$ cat src/rtl/pack_xfer_fsm_if.sv
`timescale 1ns/1ps
`default_nettype none
// ============================================================================
// Module   : pack_xfer_fsm_if
// Brief    : Host-side bus of the pack/transfer engine (source load port,
//            destination read port, start/abort/busy/done handshake).
// Revision : 1.0
// ============================================================================
interface pack_xfer_fsm_if #(
    parameter int IN_W      = 8,
    parameter int RATIO     = 2,
    parameter int SRC_DEPTH = 32,
    parameter int DST_DEPTH = 16
);
    localparam int OUT_W = IN_W * RATIO;
    localparam int SAW   = $clog2(SRC_DEPTH);
    localparam int DAW   = $clog2(DST_DEPTH);
    localparam int CW    = DAW + 1;

    logic             src_wr_en;
    logic [SAW-1:0]   src_wr_addr;
    logic [IN_W-1:0]  src_wr_data;
    logic [DAW-1:0]   dst_rd_addr;
    logic [OUT_W-1:0] dst_rd_data;
    logic             start;
    logic             abort;
    logic [SAW-1:0]   src_base;
    logic [DAW-1:0]   dst_base;
    logic [CW-1:0]    word_count;
    logic             busy;
    logic             done;
    logic [OUT_W-1:0] checksum;

    modport master (
        output src_wr_en, src_wr_addr, src_wr_data, dst_rd_addr,
               start, abort, src_base, dst_base, word_count,
        input  dst_rd_data, busy, done, checksum
    );

    modport slave (
        input  src_wr_en, src_wr_addr, src_wr_data, dst_rd_addr,
               start, abort, src_base, dst_base, word_count,
        output dst_rd_data, busy, done, checksum
    );
endinterface
`default_nettype wire

$ cat src/rtl/pack_xfer_fsm.sv
`timescale 1ns/1ps
`default_nettype none
// ============================================================================
// Module   : pack_xfer_fsm
// Brief    : Reads RATIO source entries, packs them LSB-first into one wide
//            word and writes it to the destination RAM. Define
//            XFER_CHECKSUM_EN to add an XOR checksum of all written words.
// Revision : 1.0
// ============================================================================
module pack_xfer_fsm #(
    parameter int IN_W      = 8,
    parameter int RATIO     = 2,
    parameter int SRC_DEPTH = 32,
    parameter int DST_DEPTH = 16
) (
    input  logic           clk,
    input  logic           rst,
    pack_xfer_fsm_if.slave bus
);
    localparam int OUT_W = IN_W * RATIO;
    localparam int SAW   = $clog2(SRC_DEPTH);
    localparam int DAW   = $clog2(DST_DEPTH);
    localparam int CW    = DAW + 1;
    localparam int RCW   = $clog2(RATIO + 1);
    localparam logic [RCW-1:0] C_RD_LAST = RCW'(RATIO - 1);

    typedef enum logic [3:0] {
        S_IDLE   = 4'b0001,
        S_READ   = 4'b0010,
        S_WRITE  = 4'b0100,
        S_FINISH = 4'b1000
    } state_t;

    state_t           state_q, state_d;
    logic             go_q, go_d;
    logic [SAW-1:0]   src_ptr_q, src_ptr_d;
    logic [DAW-1:0]   dst_ptr_q, dst_ptr_d;
    logic [CW-1:0]    rem_q, rem_d;
    logic [RCW-1:0]   rd_cnt_q, rd_cnt_d;
    logic [OUT_W-1:0] pack_q, pack_d;
    logic             done_q, done_d;

    logic [IN_W-1:0]  src_mem [SRC_DEPTH];
    logic [OUT_W-1:0] dst_mem [DST_DEPTH];

    logic [IN_W-1:0]  w_src_rd_data;
    logic [OUT_W-1:0] w_pack_shift;
    logic             w_dst_we;
    logic             w_accept;

    assign w_src_rd_data   = src_mem[src_ptr_q];
    assign bus.dst_rd_data = dst_mem[bus.dst_rd_addr];
    // A start is registered first and acted on one cycle later; go_q blocks re-arming.
    assign w_accept        = (state_q == S_IDLE) && !go_q && bus.start;

    generate
        if (RATIO == 1) begin : g_pack_single
            assign w_pack_shift = w_src_rd_data;
        end else begin : g_pack_shift
            assign w_pack_shift = {w_src_rd_data, pack_q[OUT_W-1:IN_W]};
        end
    endgenerate

    always_comb begin
        state_d   = state_q;
        go_d      = go_q;
        src_ptr_d = src_ptr_q;
        dst_ptr_d = dst_ptr_q;
        rem_d     = rem_q;
        rd_cnt_d  = rd_cnt_q;
        pack_d    = pack_q;
        done_d    = done_q;
        w_dst_we  = 1'b0;

        case (state_q)
            S_IDLE: begin
                if (go_q) begin
                    go_d    = 1'b0;
                    state_d = (rem_q != '0) ? S_READ : S_FINISH;
                end else if (w_accept) begin
                    go_d      = 1'b1;
                    src_ptr_d = bus.src_base;
                    dst_ptr_d = bus.dst_base;
                    rem_d     = bus.word_count;
                    rd_cnt_d  = '0;
                    pack_d    = '0;
                    done_d    = 1'b0;
                end
            end
            S_READ: begin
                pack_d    = w_pack_shift;
                src_ptr_d = src_ptr_q + SAW'(1);
                if (rd_cnt_q == C_RD_LAST) begin
                    rd_cnt_d = '0;
                    state_d  = S_WRITE;
                end else begin
                    rd_cnt_d = rd_cnt_q + RCW'(1);
                end
            end
            S_WRITE: begin
                w_dst_we  = 1'b1;
                dst_ptr_d = dst_ptr_q + DAW'(1);
                rem_d     = rem_q - CW'(1);
                state_d   = (rem_q != CW'(1)) ? S_READ : S_FINISH;
            end
            S_FINISH: begin
                done_d  = 1'b1;
                state_d = S_IDLE;
            end
            default: state_d = S_IDLE;
        endcase

        // Abort overrides everything above, including a pending WRITE.
        if (bus.abort && (state_q != S_IDLE)) begin
            state_d  = S_IDLE;
            w_dst_we = 1'b0;
            done_d   = done_q;
        end
    end

    always_ff @(posedge clk or posedge rst) begin
        if (rst) begin
            state_q   <= S_IDLE;
            go_q      <= 1'b0;
            src_ptr_q <= '0;
            dst_ptr_q <= '0;
            rem_q     <= '0;
            rd_cnt_q  <= '0;
            pack_q    <= '0;
            done_q    <= 1'b0;
        end else begin
            state_q   <= state_d;
            go_q      <= go_d;
            src_ptr_q <= src_ptr_d;
            dst_ptr_q <= dst_ptr_d;
            rem_q     <= rem_d;
            rd_cnt_q  <= rd_cnt_d;
            pack_q    <= pack_d;
            done_q    <= done_d;
        end
    end

    always_ff @(posedge clk) begin
        if (bus.src_wr_en) begin
            src_mem[bus.src_wr_addr] <= bus.src_wr_data;
        end
        if (w_dst_we) begin
            dst_mem[dst_ptr_q] <= pack_q;
        end
    end

    assign bus.busy = (state_q != S_IDLE);
    assign bus.done = done_q;

`ifdef XFER_CHECKSUM_EN
    logic [OUT_W-1:0] chk_q, chk_d;

    always_comb begin
        chk_d = chk_q;
        if (w_accept) begin
            chk_d = '0;
        end else if (w_dst_we) begin
            chk_d = chk_q ^ pack_q;
        end
    end

    always_ff @(posedge clk or posedge rst) begin
        if (rst) begin
            chk_q <= '0;
        end else begin
            chk_q <= chk_d;
        end
    end

    assign bus.checksum = chk_q;
`else
    assign bus.checksum = '0;
`endif

endmodule
`default_nettype wire

$ cat src/flat_wrapper.sv
// flat-port wrapper written by rule: the top's interface ports become plain ports
module pack_xfer_fsm_flat 
#(
    parameter int IN_W      = 8,
    parameter int RATIO     = 2,
    parameter int SRC_DEPTH = 32,
    parameter int DST_DEPTH = 16
)
  (clk, rst, bus_src_wr_en, bus_src_wr_addr, bus_src_wr_data, bus_dst_rd_addr, bus_start, bus_abort, bus_src_base, bus_dst_base, bus_word_count, bus_dst_rd_data, bus_busy, bus_done, bus_checksum);
  pack_xfer_fsm_if #(.IN_W(IN_W), .RATIO(RATIO), .SRC_DEPTH(SRC_DEPTH), .DST_DEPTH(DST_DEPTH)) bus_i ();
  input  logic clk;
  input  logic rst;
  input wire logic [$bits(bus_i.src_wr_en)-1:0] bus_src_wr_en;
  input wire logic [$bits(bus_i.src_wr_addr)-1:0] bus_src_wr_addr;
  input wire logic [$bits(bus_i.src_wr_data)-1:0] bus_src_wr_data;
  input wire logic [$bits(bus_i.dst_rd_addr)-1:0] bus_dst_rd_addr;
  input wire logic [$bits(bus_i.start)-1:0] bus_start;
  input wire logic [$bits(bus_i.abort)-1:0] bus_abort;
  input wire logic [$bits(bus_i.src_base)-1:0] bus_src_base;
  input wire logic [$bits(bus_i.dst_base)-1:0] bus_dst_base;
  input wire logic [$bits(bus_i.word_count)-1:0] bus_word_count;
  output wire logic [$bits(bus_i.dst_rd_data)-1:0] bus_dst_rd_data;
  output wire logic [$bits(bus_i.busy)-1:0] bus_busy;
  output wire logic [$bits(bus_i.done)-1:0] bus_done;
  output wire logic [$bits(bus_i.checksum)-1:0] bus_checksum;
  assign bus_i.src_wr_en = bus_src_wr_en;
  assign bus_i.src_wr_addr = bus_src_wr_addr;
  assign bus_i.src_wr_data = bus_src_wr_data;
  assign bus_i.dst_rd_addr = bus_dst_rd_addr;
  assign bus_i.start = bus_start;
  assign bus_i.abort = bus_abort;
  assign bus_i.src_base = bus_src_base;
  assign bus_i.dst_base = bus_dst_base;
  assign bus_i.word_count = bus_word_count;
  assign bus_dst_rd_data = bus_i.dst_rd_data;
  assign bus_busy = bus_i.busy;
  assign bus_done = bus_i.done;
  assign bus_checksum = bus_i.checksum;
  pack_xfer_fsm #(.IN_W(IN_W), .RATIO(RATIO), .SRC_DEPTH(SRC_DEPTH), .DST_DEPTH(DST_DEPTH)) u_core (.clk(clk), .rst(rst), .bus(bus_i));
endmodule
$ cat config.mk
export PLATFORM = sky130hd
export DESIGN_NAME = pack_xfer_fsm_flat
export DESIGN_NICKNAME = d
export VERILOG_FILES = /design/src/rtl/pack_xfer_fsm_if.sv /design/src/rtl/pack_xfer_fsm.sv /design/src/flat_wrapper.sv
export SDC_FILE = /design/constraint.sdc
export NUM_CORES = 1
export LEC_CHECK = 0
export ABC_AREA = 0
export CAP_MARGIN = 20
export CORE_MARGIN = 5
export CORE_UTILIZATION = 49
export CTS_CLUSTER_SIZE = 16
export DETAILED_ROUTE_END_ITERATION = 8
export MAX_ROUTING_LAYER = met4
export PLACE_DENSITY = 0.66
export SETUP_SLACK_MARGIN = 0.4
export SLEW_MARGIN = 5
export SYNTH_ARGS = -nofsm -noshare
export SYNTH_HDL_FRONTEND = slang
export SYNTH_SLANG_ARGS = --single-unit
$ cat constraint.sdc
create_clock -name clk -period 10.19 [get_ports clk]
set_clock_uncertainty 0.05 [all_clocks]
set_input_delay 3.057 -clock clk [delete_from_list [all_inputs] [get_ports clk]]
set_output_delay 3.057 -clock clk [all_outputs]
set_load 0.005 [all_outputs]
-- Word-level counts from Yosys, hierarchy flattened
Memory sizes are Yosys's and may differ from the RTL's.
Index checks and enable logic that the tools add are counted.
- $add $sub $neg: 4
- equality and inequality tests: 11
- muxes and demuxes: 33
- bitwise gates (word level): 1
- reductions and logical operators: 12
- operators by type and width (kind ; count):
    $mux 16 ; 2
    $pmux 16 s2 ; 1
    $mux 4 ; 7
    $mux 5 ; 4
    $pmux 5 s2 ; 2
    $pmux 4 s3 ; 1
    $mux 1 ; 10
    $pmux 4 s2 ; 1
    $mux 2 ; 3
    $reduce_and 3->1 ; 2
    $reduce_bool 2->1 ; 3
    $add 5x1->5 const B ; 1
    $ne 5x1->1 const B ; 1
    $reduce_bool 5->1 ; 1
    $sub 5x1->5 const B ; 1
    $add 4x1->4 const B ; 1
    $eq 4x1->1 const B ; 1
    $eq 4x2->1 const B ; 1
    $eq 4x3->1 const B ; 1
    $eq 4x4->1 const B ; 1
    $ne 4x1->1 const B ; 1
    $pmux 2 s2 ; 1
    $reduce_and 4->1 ; 1
    $logic_and 1x1->1 ; 3
    10 further kinds ; 10
- flip-flop bits (word level): 38
- bits in writable memories: 512
- bits of input ports: 36
- output and inout bits: 34
- word-level logic and storage cells: 71
- memories: 2
- memory list (name ; depth ; width ; read ports ; clocked after memory_dff ; write ports ; line ; source):
    u_core.dst_mem ; 16 ; 16 ; 1 ; 0 ; 1 ; pack_xfer_fsm.sv:44 ; logic [OUT_W-1:0] dst_mem [DST_DEPTH];
    u_core.src_mem ; 32 ; 8 ; 1 ; 0 ; 1 ; pack_xfer_fsm.sv:43 ; logic [IN_W-1:0] src_mem [SRC_DEPTH];

-- Longest topological paths before layout
Gate-level depths: netlist of run 1.
- depth after elaboration: 6
- gate-level depth with buffers: 8
- mapped depth without buffers: 6

-- Worst setup path before layout of run 1
No wires, ideal clock.
- path type: input-to-output
- start: input port bus_dst_rd_addr[0]
- end: output port bus_dst_rd_data[0]
- data arrival time: 4.743 ns
- data required time: 7.083 ns
- path slack: 2.340 ns
- stages: 4
- path buffers: 2
- cells stage by stage: clkbuf_1 buf_2 mux4_2 mux4_2
- cells in the longest elaborated chain, start to end: 1
- RTL lines (element ; line ; source):
    from (decl) ; flat_wrapper.sv:16 ; input wire logic [$bits(bus_i.dst_rd_addr)-1:0] bus_dst_rd_addr;
    $mem_v2 16x16 ; n/a ;
    to (decl) ; flat_wrapper.sv:22 ; output wire logic [$bits(bus_i.dst_rd_data)-1:0] bus_dst_rd_data;
No other way between the ends.

-- Worst setup path in the final report of run 1
- start: input port bus_dst_rd_addr[0]
- end: output port bus_dst_rd_data[7]
Same word-level chain as after synthesis.

==> results of run 1 <==
## worst max-delay path: stages
cell,delay (ns)
buf_4,0.51
buf_12,0.34
mux4_2,0.55
mux4_2,0.50
clkdlybuf4s50_1,0.46
## per-stage QoR
stage	setup slack [ns]	hold slack, ns	instances	power [mW]
floorplan	2.340	0.4082	1064	3.429
global placement	1.593	0.4222	1663	3.704
detailed placement	1.549	0.4338	1663	3.727
CTS	1.545	0.4480	1764	5.784
global route	1.452	0.4677	1773	5.979
finish	1.619	0.4443	1773	5.741
## area by class of cell
type | count | area [µm²]
Fill cell | 3292 | 19100
Sequential cell | 550 | 16330
Clock inverter | 35 | 400.4
Inverter | 10 | 37.54
Multi-Input combinational cell | 433 | 4957
Tap cell | 592 | 740.7
Clock buffer | 66 | 1468
Timing Repair Buffer | 87 | 895.9
## power by group through the flow
stage / Clock, mW / Combinational, mW / Sequential (mW)
2_1_floorplan: 0 / 0.687 / 2.74
3_3_place_gp: 0 / 0.843 / 2.86
3_5_place_dp: 0 / 0.855 / 2.87
4_1_cts: 2.10 / 0.857 / 2.82
5_1_grt: 2.21 / 0.928 / 2.84
6_report: 2.06 / 0.855 / 2.82
## cell families (layout without fill, tap and decap cells)
| kind of cell | count (synthesis) | in the layout | synth area share |
|---|---|---|---|
| and+or+nand+nor | 156 | 156 | 0.03577 |
| buffers and inverters | 81 | 198 | 0.01942 |
| AOI/OAI and AO/OA | 86 | 86 | 0.02904 |
| other | 1 | 16 | 0.0001737 |
| xor gates and xnor gates | 1 | 1 | 0.0004058 |
| muxes | 166 | 166 | 0.1541 |
| adders and majority gates | 8 | 8 | 0.004638 |
| DFF | 550 | 550 | 0.7564 |
## cell usage after synthesis, drive strengths merged (2+ instances only)
master / count / area, µm²
edfxtp: 512 / 15370
mux4: 132 / 2973
nor2: 61 / 231.5
buf: 46 / 287.8
dfrtp: 37 / 925.9
nand2: 32 / 120.1
clkbuf: 25 / 93.84
mux2i: 23 / 230.2
a21oi: 21 / 105.1
nand3: 19 / 95.09
a22oi: 14 / 105.1
mux2: 11 / 123.9
nor3: 11 / 55.05
inv: 10 / 37.54
o21ai: 9 / 45.04
a22o: 8 / 70.07
a32o: 8 / 80.08
ha: 8 / 100.1
nand3b: 6 / 45.04
nor3b: 6 / 56.31
a221oi: 5 / 43.79
o221ai: 5 / 43.79
nor2b: 4 / 25.02
or3b: 4 / 37.54
a31oi: 3 / 18.77
o221a: 3 / 33.78
or3: 3 / 18.77
and3: 2 / 12.51
and4bb: 2 / 25.02
nand2b: 2 / 12.51
o211ai: 2 / 15.01
## registers in the layout (all words and copies together), names as in the netlist
name / cells
u_core.bus.done: 1
u_core.dst_mem: 256
u_core.dst_ptr_q: 4
u_core.go_q: 1
u_core.pack_q: 16
u_core.rd_cnt_q: 2
u_core.rem_q: 5
u_core.src_mem: 256
u_core.src_ptr_q: 5
u_core.state_q: 4
## placed cells by master, fill, tap and decap left out, drive strengths merged, types with 14 or more instances in the layout
cell type and instances:
a21oi 21, a22oi 14, buf 36, clkbuf 66
clkdlybuf4s50 51, clkinv 23, conb 16, dfrtp 37
edfxtp 512, mux2i 23, mux4 132, nand2 32
nand3 19, nor2 61
## layer usage
layer / up-vias / global-route usage / share of wire
met3: 67 / 0.02816 / 0.050
met2: 279 / 0.3143 / 0.52
met4: 0 / 0.04452 / 0.019
met1: 5501 / 0.2537 / 0.42
met5: - / - / 0
li1: 4469 / - / -
## worst min-delay path by stage
| stage | slack [ns] | cells after the start | to |
|---|---|---|---|
| after CTS | 0.45 | 1 | u_core.rd_cnt_q[1]$_DFFE_PP0P_ |
| after global routing | 0.47 | 1 | u_core.rd_cnt_q[1]$_DFFE_PP0P_ |
| final | 0.44 | 1 | u_core.rd_cnt_q[1]$_DFFE_PP0P_ |
| after global placement | 0.42 | 1 | u_core.rd_cnt_q[1]$_DFFE_PP0P_ |
| after detailed placement | 0.43 | 1 | u_core.rd_cnt_q[1]$_DFFE_PP0P_ |
| after floorplan | 0.41 | 1 | u_core.rd_cnt_q[1]$_DFFE_PP0P_ |
==> results.py, run 1 <==
metrics = {
    "worst_setup_path": {
        "r2r_slack_ns": 7.12,
        "cp.required_ns": 7.08,
        "cp-end-kind": "primary output",
        "cp_data_arrival_time_ns": 5.46,
        "crit_fanout": 33,
        "setup.worst_path.end": "bus_dst_rd_data[7]",
        "critPathLaunch": "bus_dst_rd_addr[0]",
        "worstSetupPathType": "in2out",
        "r2r-start": "u_core.src_ptr_q[0]$_DFFE_PP0P_",
        "rr_endpoint": "u_core.pack_q[8]$_DFFE_PP0P_",
        "r2r_cells": 5,
        "crit_path_start_kind": "input port",
    },
    "die": {
        "io_pins": 70,
        "die_y_um": 219.9,
        "die-width_um": 219.9,
        "rows": 77,
        "fp.dieArea_mm2": 0.04835,
        "core_area_mm2": 0.04393,
        "initial_core_util": 0.4913,
    },
    "logic_synthesis": {
        "yosysSeqAreaShare": 0.7564,
        "syn_area_per_cell_um2": 20.58,
        "synthFlopType": "edfxtp_1",
        "async_reset_ff_frac": 0.06909,
        "syn_inst": 1049,
        "synth_edf_count": 512,
        "synth_area_mm2": 0.02158,
        "yosys_register_bits": 550,
        "yosys_warnings": 0,
        "yosysUniqueCellTypes": 54,
    },
    "hold_path": {
        "hold_class": "reg2reg",
        "hp-start": "u_core.rd_cnt_q[1]$_DFFE_PP0P_",
    },
    "cells_and_area": {
        "final_layout_size_suffix_gt1_frac": 0.2506,
        "final_core_util": 0.5653,
        "area_delta_synth_final_pct": 15.05,
        "diodes": 0,
        "finalInstanceArea_mm2": 0.02483,
        "nets": 1181,
    },
    "power_and_ir_drop": {
        "swShare": 0.2582,
        "p_switching_mw": 1.483,
        "seq_power_share": 0.491,
        "p_int_mw": 4.259,
        "pwr_density_cell_mw_per_mm2": 231.2,
        "p_clk_frac": 0.360,
        "vdd_drop_max_v": 0.0001409,
        "p_leak_nw": 8.050,
        "comb_power_share": 0.149,
    },
    "routing": {
        "num_vias": 10320,
        "wl_per_cell_um": 24.67,
        "drc_errors": 0,
        "drt-total-wl_um": 43740,
        "dr.pass1.iters": 5,
        "drt.antenna.violating_nets": 0,
        "first_iter_violations": 988,
        "viasPerCell": 5.818,
    },
    "global_route": {
        "grt_pass1_vias": 10420,
        "grt_max_degree": 65,
        "grt_pass1_wl_um": 66620,
        "grt_antenna_before_repair": 0,
        "grt_usage": 0.1898,
        "overflow": 0,
    },
    "cts": {
        "clock_latency_ns": 0.60,
        "cts.clk_slew.worst_paths_ns": 0.06,
        "h-tree-depth": 2,
        "ctsHoldBuffers": 0,
        "cts_buffers": 55,
        "clockBufferDepth": 3,
        "cts.sinks": 550,
        "cts_tree": "yes",
        "cts_setup_buffers": 0,
        "cts_root_buffer": "clkbuf_16",
        "cts-resized-gates": 0,
    },
    "sta": {
        "hold_viol": 0,
        "fmax_ghz": 0.1167,
        "fin_tns_setup_ns": 0,
        "finalSetupViolCount": 0,
        "relSlewSlack": 0.3060,
        "slew_violations": 0,
        "period_needed_ns": 8.571,
        "min_period_over_period": 0.8411,
        "tightest_slew_ns": 1.039,
        "rsz0062_at_grt": "false",
    },
    "placement": {
        "gp_congestion": 0.7844,
        "dp_hpwl_um": 24610,
        "placed_area_mm2": 0.02279,
        "io_buffers": 53,
    },
    "job": {
        "cap_violations": 0,
    },
    "status": {
        "status": "completed",
    },
}
(Power assumes the default switching activity.)
==> inputs of run 2 (changes only) <==
--- a/config.mk
+++ b/config.mk
@@ -12,7 +12,7 @@
 export CTS_CLUSTER_SIZE = 16
 export DETAILED_ROUTE_END_ITERATION = 8
 export MAX_ROUTING_LAYER = met4
-export PLACE_DENSITY = 0.66
+export PLACE_DENSITY = 0.69
 export SETUP_SLACK_MARGIN = 0.4
 export SLEW_MARGIN = 5
 export SYNTH_ARGS = -nofsm -noshare
==> constraint.sdc (replaced) <==
create_clock -name clk -period 7.87 [get_ports clk]
set_clock_uncertainty 0.05 [all_clocks]
set_input_delay 2.361 -clock clk [delete_from_list [all_inputs] [get_ports clk]]
set_output_delay 2.361 -clock clk [all_outputs]
set_load 0.005 [all_outputs]
==> run 2 against run 1 <==
  * Worst hold slack gained 0.0066 ns
  * Sequential power up 31%
  * Sequential share of layout area is 0.086 points higher
  * Global-route usage fell by 0.36 points
  * Utilization decreased by 0.074 points
  * Sequential cell count unchanged
  * Critical path type unchanged
  * Critical endpoint is now bus_dst_rd_data[1]
==> results.py, run 2 (synthesis results as in run 1) <==
metrics = {
    "cts": {
        "clockBufferDepth": 3,
        "cts_setup_buffers": 0,
        "ctsHoldBuffers": 0,
        "clock_latency_ns": 0.59,
        "cts_tree": "yes",
        "cts.sinks": 550,
        "cts_root_buffer": "clkbuf_16",
        "h-tree-depth": 2,
        "cts-resized-gates": 0,
        "cts_buffers": 54,
        "cts.clk_slew.worst_paths_ns": 0.06,
    },
    "cells_and_area": {
        "layout_commonest_cell": "edfxtp_1",
        "nFillCells": 3268,
        "register_area_mm2": 0.01633,
        "area_delta_synth_final_pct": 14.90,
        "final_cell_mix": "edfxtp_1, mux4_2, clkbuf_16",
        "final_layout_size_suffix_gt1_frac": 0.2470,
        "nets": 1181,
        "reg_top3": "u_core.dst_mem (256), u_core.src_mem (256), u_core.pack_q (16)",
        "diodes": 0,
        "final_cells": 1774,
        "multiInputGateArea_mm2": 0.004957,
    },
    "sta": {
        "post-route-worst-setup-slack_ns": 0.8807,
        "relSlewSlack": 0.2811,
        "fmax_ghz": 0.1431,
        "tightest_slew_ns": 1.073,
        "rsz0062_at_grt": "false",
        "finalSetupViolCount": 0,
        "period_needed_ns": 6.989,
        "min_period_over_period": 0.8881,
        "fin_tns_setup_ns": 0,
        "slew_violations": 0,
        "hold_viol": 0,
    },
    "worst_setup_path": {
        "cp-end-kind": "primary output",
        "r2r_slack_ns": 4.76,
        "r2r-start": "u_core.src_ptr_q[0]$_DFFE_PP0P_",
        "rr_endpoint": "u_core.pack_q[10]$_DFFE_PP0P_",
        "worstSetupPathType": "in2out",
        "crit_path_start_kind": "input port",
        "cp_slowest_cell": "mux4_2",
        "critPathLaunch": "bus_dst_rd_addr[0]",
        "cp.required_ns": 5.46,
        "crit_fanout": 19,
        "cp_data_arrival_time_ns": 4.58,
        "r2r_cells": 5,
        "cpPeakStageDelay_ns": 0.55,
        "path_cells": "buf_4 -> buf_4 -> mux4_2 -> mux4_2 -> clkdlybuf4s50_1",
    },
    "power_and_ir_drop": {
        "vdd_drop_max_v": 0.0001825,
        "p_leak_nw": 8.037,
        "pwr_density_cell_mw_per_mm2": 298.0,
    },
    "die": {
        "die-width_um": 219.9,
        "initial_core_util": 0.4913,
        "io_pins": 70,
        "rows": 77,
        "core_area_mm2": 0.04393,
        "die_y_um": 219.9,
        "fp.dieArea_mm2": 0.04835,
    },
    "placement": {
        "dp_cells": 1665,
        "io_buffers": 53,
        "gp_congestion": 0.7782,
        "preCtsSetupSlack_ns": 0.8339,
        "dp_hpwl_um": 25170,
    },
    "global_route": {
        "grt_pass1_wl_um": 65450,
        "grt_pass1_vias": 10510,
        "grt_max_degree": 65,
        "overflow": 0,
        "grt_antenna_before_repair": 0,
        "grt_usage": 0.1862,
    },
    "routing": {
        "first_iter_violations": 857,
        "drt.antenna.violating_nets": 0,
        "drc_errors": 0,
        "num_vias": 10290,
        "drt-total-wl_um": 43270,
        "wl_per_cell_um": 24.39,
        "dr.pass1.iters": 5,
        "viasPerCell": 5.799,
    },
    "hold_path": {
        "hp-start": "u_core.rd_cnt_q[1]$_DFFE_PP0P_",
        "hold_class": "reg2reg",
        "min_path_cells": 1,
        "hold_end": "u_core.rd_cnt_q[1]$_DFFE_PP0P_",
    },
    "job": {
        "cap_violations": 0,
    },
    "status": {
        "status": "completed",
    },
}
run 2: through the flow:
stage	total power, mW	hold WS (ns)	utilization	instance area, µm²
3_5_place_dp	4.823	0.4357	0.5197	22830
5_1_grt	7.690	0.4781	0.5645	24800
6_report	7.392	0.4510	0.5645	24800
3_3_place_gp	4.789	0.4225	0.5197	22830
4_1_cts	7.442	0.4549	0.5615	24670
2_1_floorplan	4.440	0.4082	-	21640
run 2: final cells by class:
cell class,instances,share of cell area
flip-flops and latches,550,0.6586
multi-input cells,433,0.1999
clock buffers,79,0.06235
repair buffers,88,0.03612
well taps,592,0.02987
clock inverters,22,0.01165
inverters,10,0.001513
run 2: worst max path at each step:
stage,endpoint,slack [ns],depth (start not counted)
3_3_place_gp,bus_dst_rd_data[0],0.83,5
3_5_place_dp,bus_dst_rd_data[0],0.83,5
6_report,bus_dst_rd_data[1],0.88,5
5_1_grt,bus_dst_rd_data[1],0.75,5
2_1_floorplan,bus_dst_rd_data[0],1.41,4
4_1_cts,bus_dst_rd_data[0],0.82,5
run 2: metal layers:
layer / vias to the layer above / wire length, µm / share of wire / GRT usage
li1: 4485 / - / - / -
met1: 5436 / 17460 / 0.40 / 0.2385
met2: 285 / 22310 / 0.52 / 0.3130
met3: 82 / 2359 / 0.055 / 0.02967
met4: 0 / 1136 / 0.026 / 0.05409
met5: - / 0 / 0 / -
run 2: power breakdown:
part / internal, mW / switching, mW / total, mW
combinational: 0.527 / 0.549 / 1.08
clock: 1.59 / 1.04 / 2.63
sequential: 3.39 / 0.293 / 3.69
total: 5.51 / 1.88 / 7.39
run 2: critical path: cells and delay by family:
family	cells	cell delay, ns
buffers and inverters	3	1.18
muxes	2	1.02
==> inputs of run 3 (changes only) <==
--- a/config.mk
+++ b/config.mk
@@ -12,7 +12,7 @@
 export CTS_CLUSTER_SIZE = 16
 export DETAILED_ROUTE_END_ITERATION = 8
 export MAX_ROUTING_LAYER = met4
-export PLACE_DENSITY = 0.69
+export PLACE_DENSITY = 0.66
 export SETUP_SLACK_MARGIN = 0.4
 export SLEW_MARGIN = 5
 export SYNTH_ARGS = -nofsm -noshare
==> constraint.sdc (replaced) <==
create_clock -name clk -period 8.4 [get_ports clk]
set_clock_uncertainty 0.05 [all_clocks]
set_input_delay 2.52 -clock clk [delete_from_list [all_inputs] [get_ports clk]]
set_output_delay 2.52 -clock clk [all_outputs]
set_load 0.005 [all_outputs]
==> run 3 against run 2 <==
  * Count of clock-buffer cells in the layout down 6
  * Utilization about the same
  * First-iteration DRC count up 18%
  * Die area unchanged
  * Critical path depth unchanged
  * Highest routed layer unchanged
==> results.py, run 3 (synthesis results as in run 1) <==
metrics = {
    "power_and_ir_drop": {
        "vdd_drop_max_v": 0.0001791,
        "swShare": 0.2563,
        "seq_power_share": 0.500,
        "p_int_mw": 5.125,
        "p_switching_mw": 1.766,
        "comb_power_share": 0.146,
        "pwr_density_cell_mw_per_mm2": 277.8,
        "p_clk_frac": 0.355,
        "p_leak_nw": 8.047,
    },
    "worst_setup_path": {
        "r2r-start": "u_core.src_ptr_q[0]$_DFFE_PP0P_",
        "crit_path_start_kind": "input port",
        "r2r_slack_ns": 5.33,
        "cp_data_arrival_time_ns": 4.79,
        "rr_endpoint": "u_core.pack_q[8]$_DFFE_PP0P_",
        "worstSetupPathType": "in2out",
        "setup.worst_path.end": "bus_dst_rd_data[10]",
        "r2r_cells": 5,
        "crit_fanout": 28,
        "cp.required_ns": 5.83,
        "cp-end-kind": "primary output",
        "critPathLaunch": "bus_dst_rd_addr[0]",
    },
    "cts": {
        "ctsHoldBuffers": 0,
        "cts.clk_slew.worst_paths_ns": 0.06,
        "cts_buffers": 55,
        "cts_setup_buffers": 0,
        "cts_root_buffer": "clkbuf_16",
        "cts-resized-gates": 0,
        "h-tree-depth": 2,
        "cts_tree": "yes",
        "clock_latency_ns": 0.59,
        "cts.sinks": 550,
        "clockBufferDepth": 3,
    },
    "sta": {
        "hold_viol": 0,
        "tightest_slew_ns": 1.049,
        "fin_tns_setup_ns": 0,
        "period_needed_ns": 7.361,
        "relSlewSlack": 0.2984,
        "fmax_ghz": 0.1358,
        "rsz0062_at_grt": "false",
        "finalSetupViolCount": 0,
        "slew_violations": 0,
        "min_period_over_period": 0.8763,
    },
    "routing": {
        "wl_per_cell_um": 24.33,
        "drt-total-wl_um": 43280,
        "drc_errors": 0,
        "dr.pass1.iters": 5,
        "drt.antenna.violating_nets": 0,
        "viasPerCell": 5.722,
        "first_iter_violations": 1012,
        "num_vias": 10180,
    },
    "placement": {
        "dp_hpwl_um": 25280,
        "gp_congestion": 0.7718,
        "io_buffers": 53,
        "dp_cells": 1667,
        "placed_area_mm2": 0.02284,
    },
    "global_route": {
        "grt_max_degree": 59,
        "grt_usage": 0.1875,
        "overflow": 0,
        "grt_pass1_vias": 10540,
        "grt_antenna_before_repair": 0,
        "grt_pass1_wl_um": 65610,
    },
    "die": {
        "fp.dieArea_mm2": 0.04835,
        "rows": 77,
        "initial_core_util": 0.4913,
        "die_y_um": 219.9,
        "core_area_mm2": 0.04393,
        "die-width_um": 219.9,
        "io_pins": 70,
    },
    "job": {
        "cap_violations": 0,
    },
    "cells_and_area": {
        "nFillCells": 3288,
        "diodes": 0,
        "area_delta_synth_final_pct": 14.93,
        "layout_commonest_cell": "edfxtp_1",
        "final_cells": 1779,
        "final_cell_mix": "edfxtp_1, mux4_2, clkbuf_16",
        "finalInstanceArea_mm2": 0.02481,
        "nets": 1184,
        "reg_top3": "u_core.dst_mem (256), u_core.src_mem (256), u_core.pack_q (16)",
        "final_layout_size_suffix_gt1_frac": 0.2494,
    },
    "hold_path": {
        "hold_class": "reg2reg",
    },
    "status": {
        "status": "completed",
    },
}
run 3: cell types whose count changed in the layout (fill, tap and decap cells not counted), sizes merged:
cell | previous run | this run
clkinv | 12 | 20
buf | 37 | 38
clkbuf | 79 | 74
inv | 12 | 14
bufinv | 7 | 6
run 3: power groups by stage:
stage / registers [mW] / clock network, mW / logic, mW
finish: 3.44 / 2.44 / 1.00
global route: 3.47 / 2.62 / 1.10
CTS: 3.45 / 2.50 / 1.01
detailed placement: 3.50 / 0 / 1.01
global placement: 3.49 / 0 / 0.995
floorplan: 3.33 / 0 / 0.833
run 3: per-stage QoR:
stage	hold slack, ns	setup WS (ns)	util	total power [mW]
CTS	0.4532	0.9634	0.5614	6.953
global placement	0.4218	1.020	0.5198	4.489
finish	0.4484	1.039	0.5647	6.891
floorplan	0.4082	1.624	-	4.160
global route	0.4768	0.8840	0.5647	7.186
detailed placement	0.4268	0.9635	0.5198	4.511
run 3: worst max-delay path: stages:
cell	delay, ns
buf_4	0.45
buf_4	0.30
mux4_2	0.51
mux4_2	0.51
clkdlybuf4s50_1	0.48
run 3: layout make-up:
class	count	area [µm²]	share of cell area
clock inverter	31	315.3	0.01271
tap	592	740.7	0.02986
multi-input combinational	433	4957	0.1998
sequential	550	16330	0.6584
timing repair buffer	90	908.4	0.03662
inverter	10	37.54	0.001513
clock buffer	73	1514	0.06103
run 3: worst min-delay path by stage:
stage,endpoint,from,slack (ns),depth (start not counted)
2_1_floorplan,u_core.rd_cnt_q[1]$_DFFE_PP0P_,u_core.rd_cnt_q[1]$_DFFE_PP0P_,0.41,1
3_3_place_gp,u_core.rd_cnt_q[1]$_DFFE_PP0P_,u_core.rd_cnt_q[1]$_DFFE_PP0P_,0.42,1
3_5_place_dp,u_core.rd_cnt_q[1]$_DFFE_PP0P_,u_core.rd_cnt_q[1]$_DFFE_PP0P_,0.43,1
4_1_cts,u_core.rd_cnt_q[0]$_DFFE_PP0P_,u_core.rd_cnt_q[0]$_DFFE_PP0P_,0.45,1
5_1_grt,u_core.bus.done$_DFFE_PP0P_,u_core.bus.done$_DFFE_PP0P_,0.48,1
6_report,u_core.bus.done$_DFFE_PP0P_,u_core.bus.done$_DFFE_PP0P_,0.45,1
run 3: layer usage:
metal	up-vias	part of all wire	track usage
met5	-	0	-
met4	0	0.016	0.04306
met3	49	0.045	0.02858
met2	268	0.52	0.3153
met1	5372	0.42	0.2461
li1	4490	-	-
